`config.mk`:
```
export PLATFORM = sky130hd
export DESIGN_NAME = ks_add_arbiter
export DESIGN_NICKNAME = d
export VERILOG_FILES = /design/src/rtl/ks_add_pkg.sv /design/src/rtl/ks_add32.sv /design/src/rtl/rr_pick.sv /design/src/rtl/ks_add_arbiter.sv
export SDC_FILE = /design/constraint.sdc
export NUM_CORES = 1
export LEC_CHECK = 0
export CORE_ASPECT_RATIO = 0.9
export CORE_UTILIZATION = 30
export DETAILED_ROUTE_END_ITERATION = 8
export GPL_TIMING_DRIVEN = 1
export HOLD_SLACK_MARGIN = 0.1
export PLACE_DENSITY_LB_ADDON = 0.05
export SLEW_MARGIN = 0
export SYNTH_ARGS = -nofsm -noshare
export SYNTH_HDL_FRONTEND = slang
export SYNTH_SLANG_ARGS = --single-unit
```
`constraint.sdc`:
```
create_clock -name clk -period 7.33 [get_ports clk]
set_clock_uncertainty 0.2 [all_clocks]
set_input_delay 1.0995 -clock clk [delete_from_list [all_inputs] [get_ports clk]]
set_output_delay 1.0995 -clock clk [all_outputs]
set_load 0.02 [all_outputs]
```
`src/rtl/ks_add_pkg.sv`:
```
// Shared definitions for the Kogge-Stone adder arbiter: datapath width,
// arbiter state encoding and the signed-overflow rule.
package ks_add_pkg;

   localparam int ADD_W = 32;

   typedef enum logic {
      ARB   = 1'b0,
      BURST = 1'b1
   } arb_state_e;

   // Two's-complement overflow: operands agree in sign, sum disagrees.
   function automatic logic signed_ovf(input logic a_msb,
                                       input logic b_msb,
                                       input logic s_msb);
      return (a_msb == b_msb) && (s_msb != a_msb);
   endfunction

endpackage

```
`src/rtl/ks_add32.sv`:
```
// 32-bit Kogge-Stone prefix adder. Level 0 forms bit generate/propagate
// (carry-in folded into bit 0), then log2(32) prefix levels combine
// (g,p) pairs at doubling distance; bits below the distance pass through.
module ks_add32
   import ks_add_pkg::*;
(
   input  logic [ADD_W-1:0] a,
   input  logic [ADD_W-1:0] b,
   input  logic             cin,
   output logic [ADD_W-1:0] sum,
   output logic             cout
);

   localparam int LEVELS = $clog2(ADD_W);

   logic [ADD_W-1:0] g_cur;
   logic [ADD_W-1:0] p_cur;
   logic [ADD_W-1:0] g_nxt;
   logic [ADD_W-1:0] p_nxt;
   logic [ADD_W-1:0] carry;

   // Prefix tree: after the last level g_cur[i] is the carry out of bit i.
   always_comb begin
      g_cur    = a & b;
      p_cur    = a ^ b;
      g_cur[0] = g_cur[0] | (p_cur[0] & cin);
      g_nxt    = g_cur;
      p_nxt    = p_cur;
      for (int lv = 0; lv < LEVELS; lv++) begin
         g_nxt = g_cur;
         p_nxt = p_cur;
         for (int i = (1 << lv); i < ADD_W; i++) begin
            g_nxt[i] = g_cur[i] | (p_cur[i] & g_cur[i-(1<<lv)]);
            p_nxt[i] = p_cur[i] & p_cur[i-(1<<lv)];
         end
         g_cur = g_nxt;
         p_cur = p_nxt;
      end
      carry = {g_cur[ADD_W-2:0], cin};
      sum   = (a ^ b) ^ carry;
      cout  = g_cur[ADD_W-1];
   end

endmodule

```
`src/rtl/rr_pick.sv`:
```
// Round-robin picker: first valid requester at or after ptr, wrapping
// modulo N_REQ. Returns a one-hot grant and its index (0 when none).
module rr_pick #(
   parameter int N_REQ = 4,
   parameter int ID_W  = $clog2(N_REQ)
) (
   input  logic [N_REQ-1:0] valid,
   input  logic [ID_W-1:0]  ptr,
   output logic [N_REQ-1:0] grant,
   output logic [ID_W-1:0]  idx
);

   logic found;

   // Scan by distance from ptr; all indices are constants so no
   // variable bit-selects are needed for non-power-of-two N_REQ.
   always_comb begin
      grant = '0;
      idx   = '0;
      found = 1'b0;
      for (int k = 0; k < N_REQ; k++) begin
         for (int i = 0; i < N_REQ; i++) begin
            if (!found && valid[i] &&
                (((i - int'(ptr) + N_REQ) % N_REQ) == k)) begin
               found    = 1'b1;
               grant[i] = 1'b1;
               idx      = ID_W'(i);
            end
         end
      end
   end

endmodule

```
`src/rtl/ks_add_arbiter.sv`:
```
// Shares one Kogge-Stone adder among N_REQ requesters. Round-robin
// between operations; a multi-beat operation holds the grant until its
// last beat and chains the carry between beats. One registered result.
module ks_add_arbiter
   import ks_add_pkg::*;
#(
   parameter int N_REQ = 4,
   parameter int ID_W  = $clog2(N_REQ)
) (
   input  logic                   clk,
   input  logic                   rst,
   input  logic [N_REQ-1:0]       req_valid,
   output logic [N_REQ-1:0]       req_ready,
   input  logic [N_REQ*ADD_W-1:0] req_a,
   input  logic [N_REQ*ADD_W-1:0] req_b,
   input  logic [N_REQ-1:0]       req_cin,
   input  logic [N_REQ-1:0]       req_last,
   output logic                   res_valid,
   input  logic                   res_ready,
   output logic [ADD_W-1:0]       res_sum,
   output logic                   res_cout,
   output logic                   res_ovf,
   output logic [ID_W-1:0]        res_id,
   output logic                   res_last
);

   arb_state_e       state_q,     state_d;
   logic [ID_W-1:0]  owner_q,     owner_d;
   logic [ID_W-1:0]  rr_ptr_q,    rr_ptr_d;
   logic             chain_c_q,   chain_c_d;
   logic             res_valid_q, res_valid_d;
   logic [ADD_W-1:0] res_sum_q,   res_sum_d;
   logic             res_cout_q,  res_cout_d;
   logic             res_ovf_q,   res_ovf_d;
   logic [ID_W-1:0]  res_id_q,    res_id_d;
   logic             res_last_q,  res_last_d;

   logic [N_REQ-1:0] pick_grant;
   logic [ID_W-1:0]  pick_idx;
   logic [ID_W-1:0]  sel_idx;
   logic             can_load;
   logic             accept;
   logic [ADD_W-1:0] add_a;
   logic [ADD_W-1:0] add_b;
   logic             add_cin;
   logic             sel_last;
   logic [ADD_W-1:0] add_sum;
   logic             add_cout;

   rr_pick #(
      .N_REQ (N_REQ),
      .ID_W  (ID_W)
   ) u_pick (
      .valid (req_valid),
      .ptr   (rr_ptr_q),
      .grant (pick_grant),
      .idx   (pick_idx)
   );

   ks_add32 u_add (
      .a    (add_a),
      .b    (add_b),
      .cin  (add_cin),
      .sum  (add_sum),
      .cout (add_cout)
   );

   // Grant selection and operand muxing; only the owner is eligible in BURST.
   always_comb begin
      can_load  = !res_valid_q || res_ready;
      sel_idx   = (state_q == BURST) ? owner_q : pick_idx;
      req_ready = '0;
      if (can_load) begin
         if (state_q == BURST) begin
            for (int i = 0; i < N_REQ; i++) begin
               if (owner_q == ID_W'(i)) req_ready[i] = 1'b1;
            end
         end else begin
            req_ready = pick_grant;
         end
      end
      accept   = |(req_valid & req_ready);
      add_a    = '0;
      add_b    = '0;
      add_cin  = 1'b0;
      sel_last = 1'b0;
      for (int i = 0; i < N_REQ; i++) begin
         if (sel_idx == ID_W'(i)) begin
            add_a    = req_a[i*ADD_W +: ADD_W];
            add_b    = req_b[i*ADD_W +: ADD_W];
            add_cin  = req_cin[i];
            sel_last = req_last[i];
         end
      end
      if (state_q == BURST) add_cin = chain_c_q;
   end

   // Next-state: result register load/drain, burst lock and pointer advance.
   always_comb begin
      state_d     = state_q;
      owner_d     = owner_q;
      rr_ptr_d    = rr_ptr_q;
      chain_c_d   = chain_c_q;
      res_valid_d = res_valid_q;
      res_sum_d   = res_sum_q;
      res_cout_d  = res_cout_q;
      res_ovf_d   = res_ovf_q;
      res_id_d    = res_id_q;
      res_last_d  = res_last_q;
      if (accept) begin
         res_valid_d = 1'b1;
         res_sum_d   = add_sum;
         res_cout_d  = add_cout;
         res_ovf_d   = signed_ovf(add_a[ADD_W-1], add_b[ADD_W-1], add_sum[ADD_W-1]);
         res_id_d    = sel_idx;
         res_last_d  = sel_last;
         chain_c_d   = add_cout;
         if (sel_last) begin
            state_d  = ARB;
            rr_ptr_d = (sel_idx == ID_W'(N_REQ-1)) ? '0 : sel_idx + ID_W'(1);
         end else begin
            state_d = BURST;
            owner_d = sel_idx;
         end
      end else if (res_ready) begin
         res_valid_d = 1'b0;
      end
   end

   // State and result registers; reset clears everything including a burst.
   always_ff @(posedge clk) begin
      if (rst) begin
         state_q     <= ARB;
         owner_q     <= '0;
         rr_ptr_q    <= '0;
         chain_c_q   <= 1'b0;
         res_valid_q <= 1'b0;
         res_sum_q   <= '0;
         res_cout_q  <= 1'b0;
         res_ovf_q   <= 1'b0;
         res_id_q    <= '0;
         res_last_q  <= 1'b0;
      end else begin
         state_q     <= state_d;
         owner_q     <= owner_d;
         rr_ptr_q    <= rr_ptr_d;
         chain_c_q   <= chain_c_d;
         res_valid_q <= res_valid_d;
         res_sum_q   <= res_sum_d;
         res_cout_q  <= res_cout_d;
         res_ovf_q   <= res_ovf_d;
         res_id_q    <= res_id_d;
         res_last_q  <= res_last_d;
      end
   end

   assign res_valid = res_valid_q;
   assign res_sum   = res_sum_q;
   assign res_cout  = res_cout_q;
   assign res_ovf   = res_ovf_q;
   assign res_id    = res_id_q;
   assign res_last  = res_last_q;

endmodule

```
==> impl_metrics.csv <==
group,metric,value,unit
die,core,0.0168,mm2
setup_path,path_max_fanout,8,
sta,clock.fmax,148,MHz
clocking,htreeDepth,2,
place,gp_congestion,0.887,
global_routing,grt_use_total,27.0,%
sta,period_needed,6.74,ns
clocking,cts.sinks,43,
yosys,synth-simple-area-share,22.8,%
global_routing,grt_max_degree,59,
hold_path,hold_path.class,"reg2reg",
layout,seq_area,861,um2
die,die-area,0.0177,mm2
sta,tightest_slew,0.976,ns
sta,finalHoldViolCount,0,
yosys,synthFlopType,"dfxtp_1",
place,portBuffers,312,
sta,setup_viol,0,
yosys,synthesis.area,0.00514,mm2
layout,multiInputGateArea,0.00405,mm2
global_routing,grt_pass1_vias,6742,
die,rows,45,
yosys,synth_cells,795,
drt,ant_nets,0,
global_routing,grt_overflow,0,
setup_path,path_class,"in2reg",
setup_path,critPathCaptureType,"flop",
clocking,clkLatencyLatePin,0.29,ns
yosys,yosys.area_share.adder,9.29,%
global_routing,grt_pass1_wl,37000,um
drt,remaining_drc_errors,0,
setup_path,cp.required,7.27,ns
drt,drt_iter0_drc,306,
yosys,syn-num-nets,1103,
yosys,synth_top_family_by_area,"compound AO/OA/AOI/OAI gates",
drt,vias_per_cell,5.30,
sta,fin_setup_tns,0,ns
yosys,synth_edf_count,0,
yosys,synth-compound-area-share,41.4,%
die,ios,313,
power_and_ir_drop,powerDensity,443,mW/mm2
layout,area_delta_synth_final,66.4,%
layout,fill_cells,1753,
yosys,synth_xor_area_share,4.26,%
yosys,yosysUniqueCellTypes,55,
setup_path,worst_setup_path_start_kind,"input port",
clocking,clk_pin_slew,0.06,ns
place,dp.final_hpwl,19600,um
drt,drt_pass1_iterations,5,
sta,period_share,92.0,%
yosys,synth.mux.area_fraction,0.195,%
clocking,post_cts_buffers,0,
power_and_ir_drop,ir_drop,0.000201,V
power_and_ir_drop,p_leak,0.00325,uW
drt,routed-via-count,6787,
yosys,yosys_warnings,0,
power_and_ir_drop,power.total,3790,uW
clocking,cts_made_buffers,5,
yosys,async_flop_share,0,%
yosys,synth.avg_cell_area,6.47,um2
clocking,cts_tree,"done",
setup_path,crit_arrival,6.68,ns
layout,final_layout_size_suffix_gt1_share,3.84,%
layout,nNetsFinal,1374,
outcome,status,"completed",
clocking,ctsLongestPathBuffers,2,
die,initial_utilization,30.6,%
sta,rsz0062_at_grt,"false",
die,die-width,140,um
drt,wire_per_inst,18.8,um
yosys,ys_ff_latch,43,
global_routing,antenna_found_initial,2,
flow_run,cap_violations,0,
drt,totalWireLength,24100,um
yosys,yosysSeqAreaShare,16.7,%
clocking,root_buffer,"clkbuf_16",
sta,drv_slew,0,
die,die_h,126,um
sta,slew_headroom,34.8,%
==> worst paths after layout <==
| path | slack [ns] | cells past startpoint | start | end |
|---|---|---|---|---|
| max | 0.59 | 26 | req_valid[2] | res_cout$_SDFFE_PP0P_ |
| max reg2reg | 1.48 | 26 | rr_ptr_q[1]$_SDFFE_PP0P_ | res_cout$_SDFFE_PP0P_ |
| min reg2reg | 0.25 | 2 | res_sum[1]$_SDFFE_PP0P_ | res_sum[1]$_SDFFE_PP0P_ |
| min | 0.25 | 2 | res_sum[1]$_SDFFE_PP0P_ | res_sum[1]$_SDFFE_PP0P_ |
==> layout by cell type, fill, tap and decap left out, types with 9 or more instances in the layout <==
cell / n
a211oi_1: 15
xor2_1: 10
ha_1: 32
a21o_1: 9
nand2_1: 126
nor2_1: 97
dfxtp_1: 43
clkdlybuf4s50_1: 311
a22oi_1: 66
o21ai_0: 83
xnor2_1: 15
buf_4: 11
a21oi_1: 132
==> cells in the mapped netlist (3+ instances only) <==
| master | n | area share [%] |
|---|---|---|
| o21a_1 | 7 | 1.0 |
| a21oi_1 | 132 | 13 |
| a22oi_1 | 66 | 9.6 |
| ha_1 | 35 | 8.5 |
| a211oi_1 | 15 | 2.2 |
| or3_1 | 4 | 0.49 |
| nand3_1 | 6 | 0.58 |
| or2_2 | 3 | 0.36 |
| o21ai_0 | 83 | 8.1 |
| xnor2_1 | 15 | 2.6 |
| nand2_1 | 126 | 9.2 |
| o21bai_1 | 3 | 0.44 |
| o211ai_1 | 4 | 0.58 |
| nand3b_1 | 3 | 0.44 |
| nor3_1 | 8 | 0.78 |
| nand2b_1 | 5 | 0.61 |
| xor2_1 | 10 | 1.7 |
| dfxtp_1 | 43 | 17 |
| inv_1 | 8 | 0.58 |
| nor2b_1 | 6 | 0.73 |
| clkbuf_1 | 52 | 3.8 |
| a31oi_1 | 6 | 0.73 |
| a21o_1 | 9 | 1.3 |
| and3_2 | 3 | 0.44 |
| nor2_1 | 97 | 7.1 |
| buf_1 | 4 | 0.29 |
| and3_1 | 3 | 0.36 |
==> stage by stage <==
stage / area (um2) / hold slack (ns) / utilization, % / setup WS [ns] / std cells
after floorplan: 5140 / 0.278 / - / 1.55 / 795
final: 8560 / 0.247 / 50.8 / 0.589 / 1281
after CTS: 8540 / 0.252 / 50.7 / 0.591 / 1278
after global placement: 8400 / 0.239 / 49.9 / 0.501 / 1270
after detailed placement: 8400 / 0.245 / 49.9 / 0.333 / 1270
after global routing: 8550 / 0.270 / 50.8 / 0.0920 / 1280
==> layout make-up <==
| type | instances | share of cell area, % |
|---|---|---|
| timing repair buffer | 323 | 37.4 |
| tap | 211 | 3.09 |
| sequential | 43 | 10.1 |
| clock buffer | 6 | 1.51 |
| clock inverter | 2 | 0.146 |
| multi-input combinational | 685 | 47.4 |
| inverter | 8 | 0.351 |
| antenna | 3 | 0.0877 |
==> per-layer routing <==
layer,up-vias,routed length (um),global-route usage [%]
met5,-,0,0
met4,0,590,7.37
met3,36,1500,6.27
met2,247,11700,48.4
met1,3081,10300,32.0
li1,3423,-,-
==> state kept, by name, indices dropped and copies added (netlist names) <==
register,count
res_sum,32
owner_q,2
res_id,2
rr_ptr_q,2
res_cout,1
res_last,1
res_ovf,1
res_valid,1
state_q,1
==> cell families after synthesis <==
family | after synthesis
buf+inv | 67
flops | 43
compound gates | 347
simple gates | 275
xor+xnor | 25
mux | 1
fa+ha+maj | 37
==> power breakdown <==
group / total, uW / switching, uW / internal (uW)
Combinational: 3220 / 1900 / 1320
Sequential: 353 / 48.2 / 305
Clock: 220 / 94.4 / 126
Total: 3790 / 2040 / 1750
==> critical path: stages <==
cell             delay (ns)
clkdlybuf4s50_1        0.52
o21ai_0                0.27
o211ai_1               0.15
a21oi_1                0.16
a21o_1                 0.26
inv_1                  0.14
ha_1                   0.23
nor2b_4                0.16
a22oi_1                0.16
nor2_1                 0.06
a21oi_1                0.11
nor2_1                 0.05
a21oi_1                0.12
nor2_1                 0.05
a21oi_1                0.17
fa_1                   0.23
inv_1                  0.06
fa_1                   0.43
a211oi_1               0.35
o21ai_0                0.30
a31oi_2                0.39
a211oi_1               0.15
a211oi_1               0.34
o311ai_1               0.21
a2111oi_0              0.44
nor4_1                 0.08
==> timing repair <==
item / in CTS / in global routing
hold buffers: 0 / 0
gates resized for setup: 0 / 1
setup endpoints to repair: 0 / 1
Power figures use the tool's default switching activity.
